File: src/rtl/rst_sequencer_pkg.sv
// Shared types and default parameters for the reset sequencer.
// The optional watchdog is built only when RST_SEQ_WDT_EN is defined.
package rst_seq_pkg;

  typedef enum logic [1:0] {
    ST_ASSERT,
    ST_HOLD,
    ST_RELEASE,
    ST_RUN
  } rst_state_e;

  localparam int DEF_NUM_CH      = 3;
  localparam int DEF_SYNC_STAGES = 2;
  localparam int DEF_HOLD        = 8;
  localparam int DEF_STAGGER     = 4;
  localparam int DEF_CNT_W       = 32;
  localparam int WDT_W           = 16;

endpackage

File: src/rtl/rst_sequencer_if.sv
// Control/status bundle between the reset sequencer and its controller.
// Watchdog signals exist only when RST_SEQ_WDT_EN is defined.
interface rst_sequencer_if
  import rst_seq_pkg::*;
#(
  parameter int NUM_CH = DEF_NUM_CH,
  parameter int CNT_W  = DEF_CNT_W
);

  logic              sw_rst_req;
  logic [NUM_CH-1:0] ch_mask;
  logic [NUM_CH-1:0] rst_n_out;
  logic              all_released;
  logic              seq_busy;
  logic [CNT_W-1:0]  cycle_count;

`ifdef RST_SEQ_WDT_EN
  logic              heartbeat;
  logic [WDT_W-1:0]  wdt_limit;
  logic              wdt_fired;

  modport master (
    output sw_rst_req, ch_mask,
    output heartbeat, wdt_limit,
    input  rst_n_out, all_released,
    input  seq_busy, cycle_count,
    input  wdt_fired
  );

  modport slave (
    input  sw_rst_req, ch_mask,
    input  heartbeat, wdt_limit,
    output rst_n_out, all_released,
    output seq_busy, cycle_count,
    output wdt_fired
  );
`else
  modport master (
    output sw_rst_req, ch_mask,
    input  rst_n_out, all_released,
    input  seq_busy, cycle_count
  );

  modport slave (
    input  sw_rst_req, ch_mask,
    output rst_n_out, all_released,
    output seq_busy, cycle_count
  );
`endif

endinterface

File: src/rtl/rst_sequencer_sync.sv
// Reset synchroniser: asserts asynchronously, deasserts
// after STAGES clock edges.
module rst_sync #(
  parameter int STAGES = 2
) (
  input  logic clk,
  input  logic rst_n,
  output logic rst_n_sync
);

  logic [STAGES-1:0] q;

  always_ff @(posedge clk or negedge rst_n) begin
    if (!rst_n) q <= '0;
    else        q <= {q[STAGES-2:0], 1'b1};
  end

  assign rst_n_sync = q[STAGES-1];

endmodule

File: src/rtl/rst_sequencer.sv
// Staggered per-channel reset release with software re-sequence,
// masking and RUN cycle counter; watchdog under RST_SEQ_WDT_EN.
module rst_sequencer
  import rst_seq_pkg::*;
#(
  parameter int NUM_CH      = DEF_NUM_CH,
  parameter int SYNC_STAGES = DEF_SYNC_STAGES,
  parameter int HOLD        = DEF_HOLD,
  parameter int STAGGER     = DEF_STAGGER,
  parameter int CNT_W       = DEF_CNT_W
) (
  input  logic           clk,
  input  logic           reset,
  rst_sequencer_if.slave bus
);

  localparam int LAST_SLOT = (NUM_CH - 1) * STAGGER;
  localparam int CNT_MAX   =
    (HOLD > LAST_SLOT) ? HOLD : LAST_SLOT;
  localparam int SEQ_W     = $clog2(CNT_MAX + 1);

  rst_state_e        state;
  logic [SEQ_W-1:0]  seq_cnt;
  logic [SEQ_W-1:0]  slot_nxt;
  logic [NUM_CH-1:0] hit;
  logic [NUM_CH-1:0] hit_nxt;
  logic [NUM_CH-1:0] rst_q;
  logic              all_q;
  logic              busy_q;
  logic [CNT_W-1:0]  cnt_q;
  logic              sync_n;
  logic              restart;
  logic              go_rel;
  logic              last_hit;
  logic              run_nxt;

  rst_sync #(
    .STAGES(SYNC_STAGES)
  ) u_sync (
    .clk       (clk),
    .rst_n     (reset),
    .rst_n_sync(sync_n)
  );

`ifdef RST_SEQ_WDT_EN
  logic [WDT_W-1:0] wdt_cnt;
  logic             wdt_fired;
  logic             wdt_trip;

  assign wdt_trip = state == ST_RUN
                 && bus.wdt_limit != '0
                 && wdt_cnt >= bus.wdt_limit;

  always_ff @(posedge clk or negedge reset) begin
    if (!reset) begin
      wdt_cnt   <= '0;
      wdt_fired <= 1'b0;
    end else begin
      if (state != ST_RUN || bus.heartbeat || wdt_trip)
        wdt_cnt <= '0;
      else if (wdt_cnt != '1)
        wdt_cnt <= wdt_cnt + WDT_W'(1);
      if (wdt_trip) wdt_fired <= 1'b1;
    end
  end

  assign bus.wdt_fired = wdt_fired;
  assign restart = state != ST_ASSERT
                && (bus.sw_rst_req || wdt_trip);
`else
  assign restart = state != ST_ASSERT && bus.sw_rst_req;
`endif

  // ASSERT exit already spent one cycle after sync deassert
  assign go_rel =
    (state == ST_HOLD && seq_cnt == SEQ_W'(HOLD - 1))
    || (state == ST_ASSERT && sync_n && HOLD == 1);

  assign slot_nxt = seq_cnt + SEQ_W'(1);
  assign last_hit = slot_nxt == SEQ_W'(LAST_SLOT);

  assign run_nxt = !restart && (
    state == ST_RUN
    || (state == ST_RELEASE && last_hit)
    || (go_rel && NUM_CH == 1));

  always_comb begin
    hit_nxt = hit;
    if (restart) begin
      hit_nxt = '0;
    end else if (go_rel) begin
      hit_nxt[0] = 1'b1;
    end else if (state == ST_RELEASE) begin
      for (int i = 0; i < NUM_CH; i++)
        if (slot_nxt == SEQ_W'(i * STAGGER))
          hit_nxt[i] = 1'b1;
    end
  end

  always_ff @(posedge clk or negedge reset) begin
    if (!reset) begin
      state   <= ST_ASSERT;
      seq_cnt <= '0;
      hit     <= '0;
      rst_q   <= '0;
      all_q   <= 1'b0;
      busy_q  <= 1'b1;
      cnt_q   <= '0;
    end else begin
      hit    <= hit_nxt;
      rst_q  <= hit_nxt & ~bus.ch_mask;
      all_q  <= run_nxt & (&(hit_nxt | bus.ch_mask));
      busy_q <= ~run_nxt;

      if (state == ST_RUN && !restart)
        cnt_q <= (cnt_q == '1) ? cnt_q : cnt_q + CNT_W'(1);
      else
        cnt_q <= '0;

      if (restart) begin
        state   <= ST_HOLD;
        seq_cnt <= '0;
      end else if (go_rel) begin
        state   <= (NUM_CH == 1) ? ST_RUN : ST_RELEASE;
        seq_cnt <= '0;
      end else begin
        unique case (state)
          ST_ASSERT: begin
            if (sync_n) begin
              state   <= ST_HOLD;
              seq_cnt <= SEQ_W'(1);
            end
          end
          ST_HOLD: seq_cnt <= slot_nxt;
          ST_RELEASE: begin
            seq_cnt <= slot_nxt;
            if (last_hit) state <= ST_RUN;
          end
          default: ;
        endcase
      end
    end
  end

  assign bus.rst_n_out    = rst_q;
  assign bus.all_released = all_q;
  assign bus.seq_busy     = busy_q;
  assign bus.cycle_count  = cnt_q;

endmodule
File: src/flat_wrapper.sv
// flat-port wrapper written by rule: the top's interface ports become plain ports
module rst_sequencer_flat import rst_seq_pkg::*;
#(
  parameter int NUM_CH      = DEF_NUM_CH,
  parameter int SYNC_STAGES = DEF_SYNC_STAGES,
  parameter int HOLD        = DEF_HOLD,
  parameter int STAGGER     = DEF_STAGGER,
  parameter int CNT_W       = DEF_CNT_W
)
  (clk, reset, bus_sw_rst_req, bus_ch_mask, bus_rst_n_out, bus_all_released, bus_seq_busy, bus_cycle_count);
  rst_sequencer_if #(.NUM_CH(NUM_CH), .CNT_W(CNT_W)) bus_i ();
  input  logic clk;
  input  logic reset;
  input wire logic [$bits(bus_i.sw_rst_req)-1:0] bus_sw_rst_req;
  input wire logic [$bits(bus_i.ch_mask)-1:0] bus_ch_mask;
  output wire logic [$bits(bus_i.rst_n_out)-1:0] bus_rst_n_out;
  output wire logic [$bits(bus_i.all_released)-1:0] bus_all_released;
  output wire logic [$bits(bus_i.seq_busy)-1:0] bus_seq_busy;
  output wire logic [$bits(bus_i.cycle_count)-1:0] bus_cycle_count;
  assign bus_i.sw_rst_req = bus_sw_rst_req;
  assign bus_i.ch_mask = bus_ch_mask;
  assign bus_rst_n_out = bus_i.rst_n_out;
  assign bus_all_released = bus_i.all_released;
  assign bus_seq_busy = bus_i.seq_busy;
  assign bus_cycle_count = bus_i.cycle_count;
  rst_sequencer #(.NUM_CH(NUM_CH), .SYNC_STAGES(SYNC_STAGES), .HOLD(HOLD), .STAGGER(STAGGER), .CNT_W(CNT_W)) u_core (.clk(clk), .reset(reset), .bus(bus_i));
endmodule
File: config.mk
export PLATFORM = sky130hd
export DESIGN_NAME = rst_sequencer_flat
export DESIGN_NICKNAME = d
export VERILOG_FILES = /design/src/rtl/rst_sequencer_pkg.sv /design/src/rtl/rst_sequencer_if.sv /design/src/rtl/rst_sequencer_sync.sv /design/src/rtl/rst_sequencer.sv /design/src/flat_wrapper.sv
export SDC_FILE = /design/constraint.sdc
export NUM_CORES = 1
export LEC_CHECK = 0
export CORE_ASPECT_RATIO = 0.8
export CORE_MARGIN = 3
export CORE_UTILIZATION = 30
export CTS_BUF_LIST = sky130_fd_sc_hd__clkbuf_4
export CTS_CLUSTER_DIAMETER = 200
export DETAILED_ROUTE_END_ITERATION = 12
export PLACE_DENSITY_LB_ADDON = 0.1
export SLEW_MARGIN = 20
export SYNTH_ARGS = -nofsm -noshare
export SYNTH_HDL_FRONTEND = slang
export SYNTH_SLANG_ARGS = --single-unit
File: constraint.sdc
create_clock -name clk -period 2.84 [get_ports clk]
set_input_delay 0.568 -clock clk [delete_from_list [all_inputs] [get_ports clk]]
set_output_delay 0.568 -clock clk [all_outputs]
set_load 0.01 [all_outputs]
==> flow_metrics.env <==
export IMPL_path_class="flop to flop"
export IMPL_wire_per_inst_um=15.9
export IMPL_peakVddDrop_mv=0.160
export IMPL_area_growth_pct=23.3
export IMPL_synth_seq_cells=48
export IMPL_hold_viol_final=0
export IMPL_fp_dieH_um=90.3
export IMPL_critPathTopFamily="simple AND/OR/NAND/NOR gates"
export IMPL_synthXorXnorAreaFrac_pct=3.62
export IMPL_r2r_end="u_core.bus.cycle_count[29]"
export IMPL_pwr_density_cell_nw_per_um2=330
export IMPL_r2r_slack_ns=0.54
export IMPL_fmaxAchievable_ghz=0.436
export IMPL_cp_slowest_cell="and3_1"
export IMPL_vias=2345
export IMPL_drv_cap=0
export IMPL_die_width_um=111
export IMPL_worst_skew_pair_late_latency_ns=0.36
export IMPL_layout_common_cells="dfrtp_1 (47), clkdlybuf4s50_1 (41), a21oi_1 (29), nor2_1 (22), nand2_1 (21)"
export IMPL_nets=342
export IMPL_yosysSeqAreaShare_pct=45.2
export IMPL_cts_setup_buffers=0
export IMPL_antenna_left=0
export IMPL_dpl_hpwl_um=5010
export IMPL_drt_pass1_iter_count=5
export IMPL_start_util_pct=31.1
export IMPL_cts_tree="built"
export IMPL_drt_initial_drc_count=105
export IMPL_syn_inst=282
export IMPL_post_place_ws_ns=0.560
export IMPL_slew_violations=0
export IMPL_ys_types=45
export IMPL_wirelength_um=7030
export IMPL_required_ns=3.08
export IMPL_num_io_pins=43
export IMPL_synth_top_cell_area_share_pct=44.2
export IMPL_remaining_drc_errors=0
export IMPL_rsz0062_at_grt="false"
export IMPL_crit_end="u_core.bus.cycle_count[29]"
export IMPL_worst_setup_path_end_kind="flop"
export IMPL_syn_nets=295
export IMPL_reg2reg_depth=6
export IMPL_startpoint="u_core.bus.cycle_count[0]"
export IMPL_synth_edf_count=0
export IMPL_synthSimpleGateAreaFrac_pct=28.1
export IMPL_dieArea_sq_um=10000
export IMPL_grt_pass1_vias=2211
export IMPL_final_util_pct=38.3
export IMPL_async_flop_share_pct=100
export IMPL_cp_start_kind="flop"
export IMPL_cp_data_arrival_time_ns=2.53
export IMPL_crit_chain="ha_1 -> nand4_1 -> nor4_1 -> and3_1 -> or4_1 -> a21oi_1"
export IMPL_layout_min_cycle_time_ns=2.30
export IMPL_synth_top_cell_by_area="dfrtp_1"
export IMPL_coreArea_sq_um=8560
export IMPL_final_fill_count=878
export IMPL_overflow=0
export IMPL_grt_max_degree=33
export IMPL_vias_per_cell=5.31
export IMPL_syn_avg_cell_area_sq_um=9.44
export IMPL_cts_sinks=48
export IMPL_cts_made_buffers=5
export IMPL_cp_max_fo=16
export IMPL_cts_root_buf="clkbuf_4"
export IMPL_synth_mux_area_fraction_pct=0.376
export IMPL_status="finished clean"
export IMPL_clk_pin_slew_ns=0.15
export IMPL_place_gp_congestion=0.769
export IMPL_relSlewSlack_pct=52.3
export IMPL_worst_slack_ns=0.545
export IMPL_port_buffers=42
export IMPL_r2r_start="u_core.bus.cycle_count[0]"
export IMPL_hp_class="input pin to asynchronous set/reset pin"
export IMPL_synth_top_family_by_area="simple AND/OR/NAND/NOR gates"
export IMPL_max_stage_delay_ns=0.60
export IMPL_finalSetupTns_ns=0
export IMPL_fin_skew_ns=0.0172
export IMPL_ys_flop_type="dfrtp_1"
export IMPL_setup_violations=0
export IMPL_cts_htree_levels=2
export IMPL_worst_path_buf_inv=0
export IMPL_drive_gt1_share_pct=7.58
export IMPL_cts_buffer_depth=2
export IMPL_row_count=30
export IMPL_worstSetupPathDepth=6
export IMPL_antenna_found_initial=0
export IMPL_yosys_area_share_adder_pct=3.29
export IMPL_grt_util_all_layers_pct=14.3
export IMPL_mostFrequentLayoutCell="dfrtp_1"
export IMPL_antenna_cells=0
export IMPL_p_leak_nw=1.24
export IMPL_yosysWarnings=0
export IMPL_hold_buffers=0
export IMPL_worstMarginPinSlew_ns=0.713
export IMPL_yosys_top_cells_area="dfrtp_1 (44%), a21oi_1 (5.5%), ha_1 (3.3%)"
export IMPL_grt_first_pass_wirelength_um=12000
export IMPL_ctsResizeCount=0
export IMPL_fin_crit_sh_pct=80.8
export IMPL_netlist_area_sq_um=2660
export IMPL_synth_compound_area_share_pct=16.7
==> Yosys cell counts (2+ instances only) <==
| master | number |
|---|---|
| nand3_1 | 10 |
| o21ai_0 | 5 |
| a211oi_1 | 7 |
| nor3_1 | 5 |
| nor4_1 | 4 |
| and4_1 | 6 |
| and3_1 | 7 |
| buf_2 | 5 |
| inv_1 | 6 |
| or4_1 | 10 |
| a21oi_1 | 29 |
| a31oi_1 | 3 |
| xnor2_1 | 8 |
| nand2_1 | 21 |
| or3_1 | 12 |
| nor3b_1 | 2 |
| o31ai_1 | 7 |
| nor4_2 | 2 |
| nand4_1 | 13 |
| a21o_1 | 2 |
| dfrtp_1 | 47 |
| o21ai_1 | 11 |
| nor2b_1 | 4 |
| nor2_1 | 22 |
| and2_1 | 3 |
| xor2_1 | 3 |
| clkbuf_1 | 4 |
| ha_1 | 7 |
==> sequential cells by signal, indices dropped and copies added, names as in the netlist <==
signal	count
u_core.bus.cycle_count	32
u_core.seq_cnt	4
u_core.bus.rst_n_out	3
u_core.hit	3
u_core.state	2
u_core.u_sync.q	2
u_core.bus.all_released	1
u_core.bus.seq_busy	1
==> report_power, final <==
part / internal (W) / switching, W
Sequential: 0.000691 / 0.0000136
Combinational: 0.0000246 / 0.0000386
Clock: 0.0000917 / 0.000223
==> worst register-to-register path: stages, from the launching register on <==
cell	delay (ns)
dfrtp_1	0.44
ha_1	0.26
nand4_1	0.24
nor4_1	0.37
and3_1	0.60
or4_1	0.21
a21oi_1	0.06
==> cells by family after synthesis <==
family / count (synthesis)
AND/OR/NAND/NOR: 127
AO/OA/AOI/OAI: 71
buffers and inverters: 16
multiplexers: 1
other: 1
adder cells (fa/ha/maj): 7
XOR/XNOR: 11
flip-flops: 48
==> final cells by class <==
cell class	instances	area [sq um]	share of cell area, %
clock inverter	3	13.8	0.419
multi-input combinational	218	1390	42.4
timing repair buffer	50	475	14.5
sequential	48	1200	36.6
clock buffer	5	37.5	1.14
tap	112	140	4.27
inverter	6	22.5	0.686
==> worst min path at each step <==
stage | depth (start not counted) | endpoint | slack [ns]
5_1_grt | 1 | u_core.hit[2] | 0.26
2_1_floorplan | 0 | u_core.bus.all_released | 0.27
3_3_place_gp | 0 | u_core.u_sync.q[1] | 0.33
4_1_cts | 1 | u_core.bus.cycle_count[25] | 0.26
6_report | 1 | u_core.hit[2] | 0.22
3_5_place_dp | 0 | u_core.u_sync.q[1] | 0.34
==> metal layers <==
layer	part of all wire (%)	global-route usage, %
met3	4.3	3.01
met5	0	0
met1	56	23.3
met2	40	19.2
met4	0.50	2.33
==> stage by stage <==
step | total power (W) | cells | instance area (sq um) | hold WS (ns)
after floorplan | 0.000748 | 282 | 2660 | 0.272
after global placement | 0.000782 | 434 | 3230 | 0.332
after detailed placement | 0.000782 | 434 | 3230 | 0.336
after CTS | 0.00110 | 442 | 3280 | 0.256
after global routing | 0.00114 | 442 | 3280 | 0.256
final | 0.00108 | 442 | 3280 | 0.222
Note: power is estimated with default switching activity, not from simulation.
